### config.mk
export PLATFORM = sky130hd
export DESIGN_NAME = uart_tx_arb
export DESIGN_NICKNAME = d
export VERILOG_FILES = /design/src/rtl/uart_tx_arb.sv
export SDC_FILE = /design/constraint.sdc
export NUM_CORES = 1
export LEC_CHECK = 0
export ABC_AREA = 1
export CORE_ASPECT_RATIO = 1.25
export CORE_MARGIN = 5
export CORE_UTILIZATION = 37
export CTS_BUF_LIST = sky130_fd_sc_hd__clkbuf_16
export CTS_CLUSTER_SIZE = 16
export DETAILED_ROUTE_END_ITERATION = 10
export GPL_ROUTABILITY_DRIVEN = 0
export PLACE_DENSITY = 0.75
export SLEW_MARGIN = 40
export SYNTH_ARGS = -nofsm -noshare
export SYNTH_HDL_FRONTEND = slang
export SYNTH_SLANG_ARGS = --single-unit
### constraint.sdc
create_clock -name clk_i -period 1.53 [get_ports clk_i]
set_clock_uncertainty 0.1 [all_clocks]
set_input_delay 0.306 -clock clk_i [delete_from_list [all_inputs] [get_ports clk_i]]
set_output_delay 0.306 -clock clk_i [all_outputs]
set_load 0.05 [all_outputs]
### src/rtl/uart_tx_arb.sv
// Round-robin arbiter sharing the uart_tx byte channel between two burst requesters.
// A grant lasts until the requester's `last` transfer or until it idles for TIMEOUT_CYCLES.
module uart_tx_arb #(
  parameter int unsigned TIMEOUT_CYCLES = 255
) (
  input  logic       clk_i,
  input  logic       rst_n_i,
  input  logic [7:0] req0_data_i,
  input  logic       req0_data_vld_i,
  input  logic       req0_data_last_i,
  output logic       req0_data_rdy_o,
  input  logic [7:0] req1_data_i,
  input  logic       req1_data_vld_i,
  input  logic       req1_data_last_i,
  output logic       req1_data_rdy_o,
  output logic [7:0] uart_tx_data_o,
  output logic       uart_tx_data_vld_o,
  input  logic       uart_tx_data_rdy_i,
  output logic [1:0] arb_gnt_o,
  output logic       arb_timeout_o
);

  localparam int unsigned CntW = $clog2(TIMEOUT_CYCLES + 1);
  localparam logic [CntW-1:0] CntLast = CntW'(TIMEOUT_CYCLES - 1);

  typedef enum logic [1:0] {StIdle, StGnt0, StGnt1} state_e;

  state_e          state_q, state_d;
  logic            last_gnt_q, last_gnt_d;
  logic [CntW-1:0] cnt_q, cnt_d;
  logic            sel_vld, sel_last, xfer_last, timeout;

  // Pass-through mux for whichever requester owns the channel.
  always_comb begin
    sel_vld            = 1'b0;
    sel_last           = 1'b0;
    uart_tx_data_o     = '0;
    uart_tx_data_vld_o = 1'b0;
    req0_data_rdy_o    = 1'b0;
    req1_data_rdy_o    = 1'b0;
    unique case (state_q)
      StGnt0: begin
        sel_vld            = req0_data_vld_i;
        sel_last           = req0_data_last_i;
        uart_tx_data_o     = req0_data_i;
        uart_tx_data_vld_o = req0_data_vld_i;
        req0_data_rdy_o    = uart_tx_data_rdy_i;
      end
      StGnt1: begin
        sel_vld            = req1_data_vld_i;
        sel_last           = req1_data_last_i;
        uart_tx_data_o     = req1_data_i;
        uart_tx_data_vld_o = req1_data_vld_i;
        req1_data_rdy_o    = uart_tx_data_rdy_i;
      end
      default: ;
    endcase
  end

  assign timeout   = (state_q != StIdle) && !sel_vld && (cnt_q == CntLast);
  assign xfer_last = sel_vld && uart_tx_data_rdy_i && sel_last;

  always_comb begin
    state_d    = state_q;
    last_gnt_d = last_gnt_q;
    cnt_d      = '0;
    if (state_q == StIdle) begin
      if (req0_data_vld_i && req1_data_vld_i) begin
        state_d = last_gnt_q ? StGnt0 : StGnt1;
      end else if (req0_data_vld_i) begin
        state_d = StGnt0;
      end else if (req1_data_vld_i) begin
        state_d = StGnt1;
      end
    end else if (xfer_last || timeout) begin
      state_d    = StIdle;
      last_gnt_d = (state_q == StGnt1);
    end else if (!sel_vld) begin
      cnt_d = cnt_q + 1'b1;
    end
  end

  always_ff @(posedge clk_i or negedge rst_n_i) begin
    if (!rst_n_i) begin
      state_q    <= StIdle;
      last_gnt_q <= 1'b1;
      cnt_q      <= '0;
    end else begin
      state_q    <= state_d;
      last_gnt_q <= last_gnt_d;
      cnt_q      <= cnt_d;
    end
  end

  assign arb_gnt_o     = {state_q == StGnt1, state_q == StGnt0};
  assign arb_timeout_o = timeout;

endmodule

==> results.yml <==
run_status:
  status: "complete, but fails checks"
  violations: "negative setup slack"
critical_path:
  rr_worst_depth: 11
  crit_cells: 6
  cp_top_family: "flip-flops"
  crit_arrival_ns: 1.51
  cp-end-kind: "output port"
  crit_buf_inv: 3
  worstPathMaxFanout: 8
  r2r-start: "state_q[0]"
  crit_path_max_incr_delay_ns: 0.42
  cp-start-kind: "flip-flop"
  reg2reg_to: "last_gnt_q"
  rrSetupSlack_ns: -0.22
  cpMostUsedCell: "buf_12"
  crit_required_ns: 1.12
  crit_chain: "inv_2 -> ha_4 -> buf_12 -> nand2_1 -> a21oi_4 -> buf_12"
  criticalPathCategory: "flip-flop to output port"
  crit_slowest_cell: "dfrtp_1"
power:
  power_uw: 3980
  p_leak_uw: 0.000740
  power.density_nw_per_um2: 2190
  irDropWorstVdd_uv: 1800
routing:
  drtIter0Drc: 14
  antenna_left: 0
  via_count: 901
  wl_per_cell_um: 13.7
  wl_mm: 2.64
  drc_errors: 0
  drt_pass1_iterations: 4
  avgViaCountPerCell: 4.69
finish:
  layout.nets: 190
  antennaDiodeCount: 0
  drive_gt1_frac: 0.509
  fin_area_um2: 1820
  layout_common_cells: "22 x clkdlybuf4s50_1, 16 x buf_12, 13 x nand2_2"
  area_growth_pct: 122
  final_common_cell: "clkdlybuf4s50_1"
sta:
  final_hold_viol_count: 0
  rsz0062_at_grt: "true"
  setup_violations: 25
  fin_ws_ns: -0.391
  slew_headroom: 0.680
  slew_violations: 0
  finalCriticalPeriod_ns: 1.92
  period_share: 1.26
  max_slew.worst_pin.slew_ns: 0.478
  fmax_mhz: 521
die:
  rows: 19
  io_pins: 37
  initial_core_util: 0.378
  die_w_um: 52.1
  coreArea_um2: 2160
  dieArea_um2: 3260
  dieHeight_um: 62.6
synthesis:
  synth_nets: 136
  avgSynthCellArea_um2: 7.58
  synth_seq_area_share: 0.338
  yosys_warnings: 0
  synth.distinct_cells: 25
  ys_ff_latch: 11
  synth_cells: 108
  synth_area_um2: 818
global_routing:
  grt_max_degree: 12
  antenna_found_initial: 0
  grt_overflow: 0
  grt_usage: 0.177
  grt_pass1_wl_mm: 4.28
  grt_pass1_vias: 948
clock_network:
  cts_buffers: 3
  cts_root_buffer: "clkbuf_16"
  cts_max_path_buffers: 2
  cts_tree: "built"
  htreeDepth: 1
  clkTransAtPathRegs_ns: 0.04
  cts.sinks: 11
  ctsHoldBuffers: 0
  clock_latency_ns: 0.24
placed_design:
  hpwlAfterDp_mm: 2.00
  place_area_um2: 1620
  io_buffers: 36
worst_hold_path:
  hp-class: "input port to asynchronous set/reset pin"
job:
  maxCapViolations: 0
==> synthesized netlist by cell type <==
| master | n | share of area |
|---|---|---|
| a21o_1 | 1 | 0.0092 |
| a21oi_1 | 9 | 0.055 |
| a21oi_2 | 1 | 0.011 |
| a21oi_4 | 1 | 0.020 |
| buf_4 | 1 | 0.0092 |
| buf_6 | 1 | 0.014 |
| dfrtp_1 | 10 | 0.31 |
| dfstp_2 | 1 | 0.032 |
| ha_1 | 5 | 0.076 |
| inv_1 | 12 | 0.055 |
| inv_2 | 1 | 0.0046 |
| nand2_1 | 26 | 0.12 |
| nand2_2 | 5 | 0.038 |
| nand2_4 | 1 | 0.014 |
| nand3_1 | 8 | 0.049 |
| nand3_2 | 2 | 0.024 |
| nand3b_1 | 1 | 0.0092 |
| nand4_1 | 3 | 0.023 |
| nor2_1 | 10 | 0.046 |
| nor2_2 | 2 | 0.015 |
| nor2_4 | 1 | 0.014 |
| nor3_2 | 1 | 0.012 |
| o21ai_0 | 2 | 0.012 |
| xnor2_1 | 1 | 0.011 |
| xor2_1 | 2 | 0.021 |
==> metrics by stage <==
step / setup TNS [ns] / cells / worst slack [ns] / hold slack, ns / utilization
final: -5.28 / 192 / -0.391 / 0.297 / 0.839
after detailed placement: -4.27 / 185 / -0.303 / 0.411 / 0.748
after global placement: -3.64 / 185 / -0.272 / 0.398 / 0.748
after global routing: -6.86 / 192 / -0.447 / 0.335 / 0.839
after CTS: -5.15 / 192 / -0.376 / 0.311 / 0.820
after floorplan: -3.07 / 108 / -0.240 / -0.0896 / -
==> final cells by class <==
cell class,instances,area [um^2]
Tap cell,31,38.8
Inverter,13,65.1
Fill cell,118,348
Timing Repair Buffer,51,646
Sequential cell,11,277
Clock inverter,1,3.75
Multi-Input combinational cell,82,711
Clock buffer,3,75.1
==> registers in the layout, summed over array words and instances, names as in the netlist <==
name,count
last_gnt_q,1
state_q,2
cnt_q,8
==> cells by family after synthesis <==
kind of cell	synth area share
AOI/OAI and AO/OA	0.107
xor gates and xnor gates	0.0321
adders and majority gates	0.0765
buffers and inverters	0.0826
DFF	0.338
and+or+nand+nor	0.364
==> worst max path at each step <==
stage,startpoint,endpoint
3_3_place_gp,req1_data_vld_i,arb_timeout_o
4_1_cts,state_q[1],arb_timeout_o
2_1_floorplan,state_q[0],uart_tx_data_o[0]
6_report,state_q[0],uart_tx_data_o[0]
3_5_place_dp,req1_data_vld_i,arb_timeout_o
5_1_grt,state_q[0],uart_tx_data_o[0]
==> where the power goes <==
group	leakage, uW	switching, uW	internal (uW)
combinational	0.000555	1670	1390
clock	0.0000423	125	342
sequential	0.000144	66.3	383
==> per-layer routing <==
metal / vias up / GRT usage / wire length, um
li1: 451 / - / -
met1: 412 / 0.176 / 967
met2: 33 / 0.324 / 1430
met3: 5 / 0.0286 / 176
met4: 0 / 0.108 / 67
met5: - / 0 / 0
==> timing repair <==
item | 4_1_cts | 5_1_grt
cloned | 0 | 0
pin swaps | 10 | 8
resized for setup | 18 | 11
endpoints found under the setup margin | 25 | 25
setup buffers | 3 | 1
No activity file was read; power rests on OpenSTA's default activity.
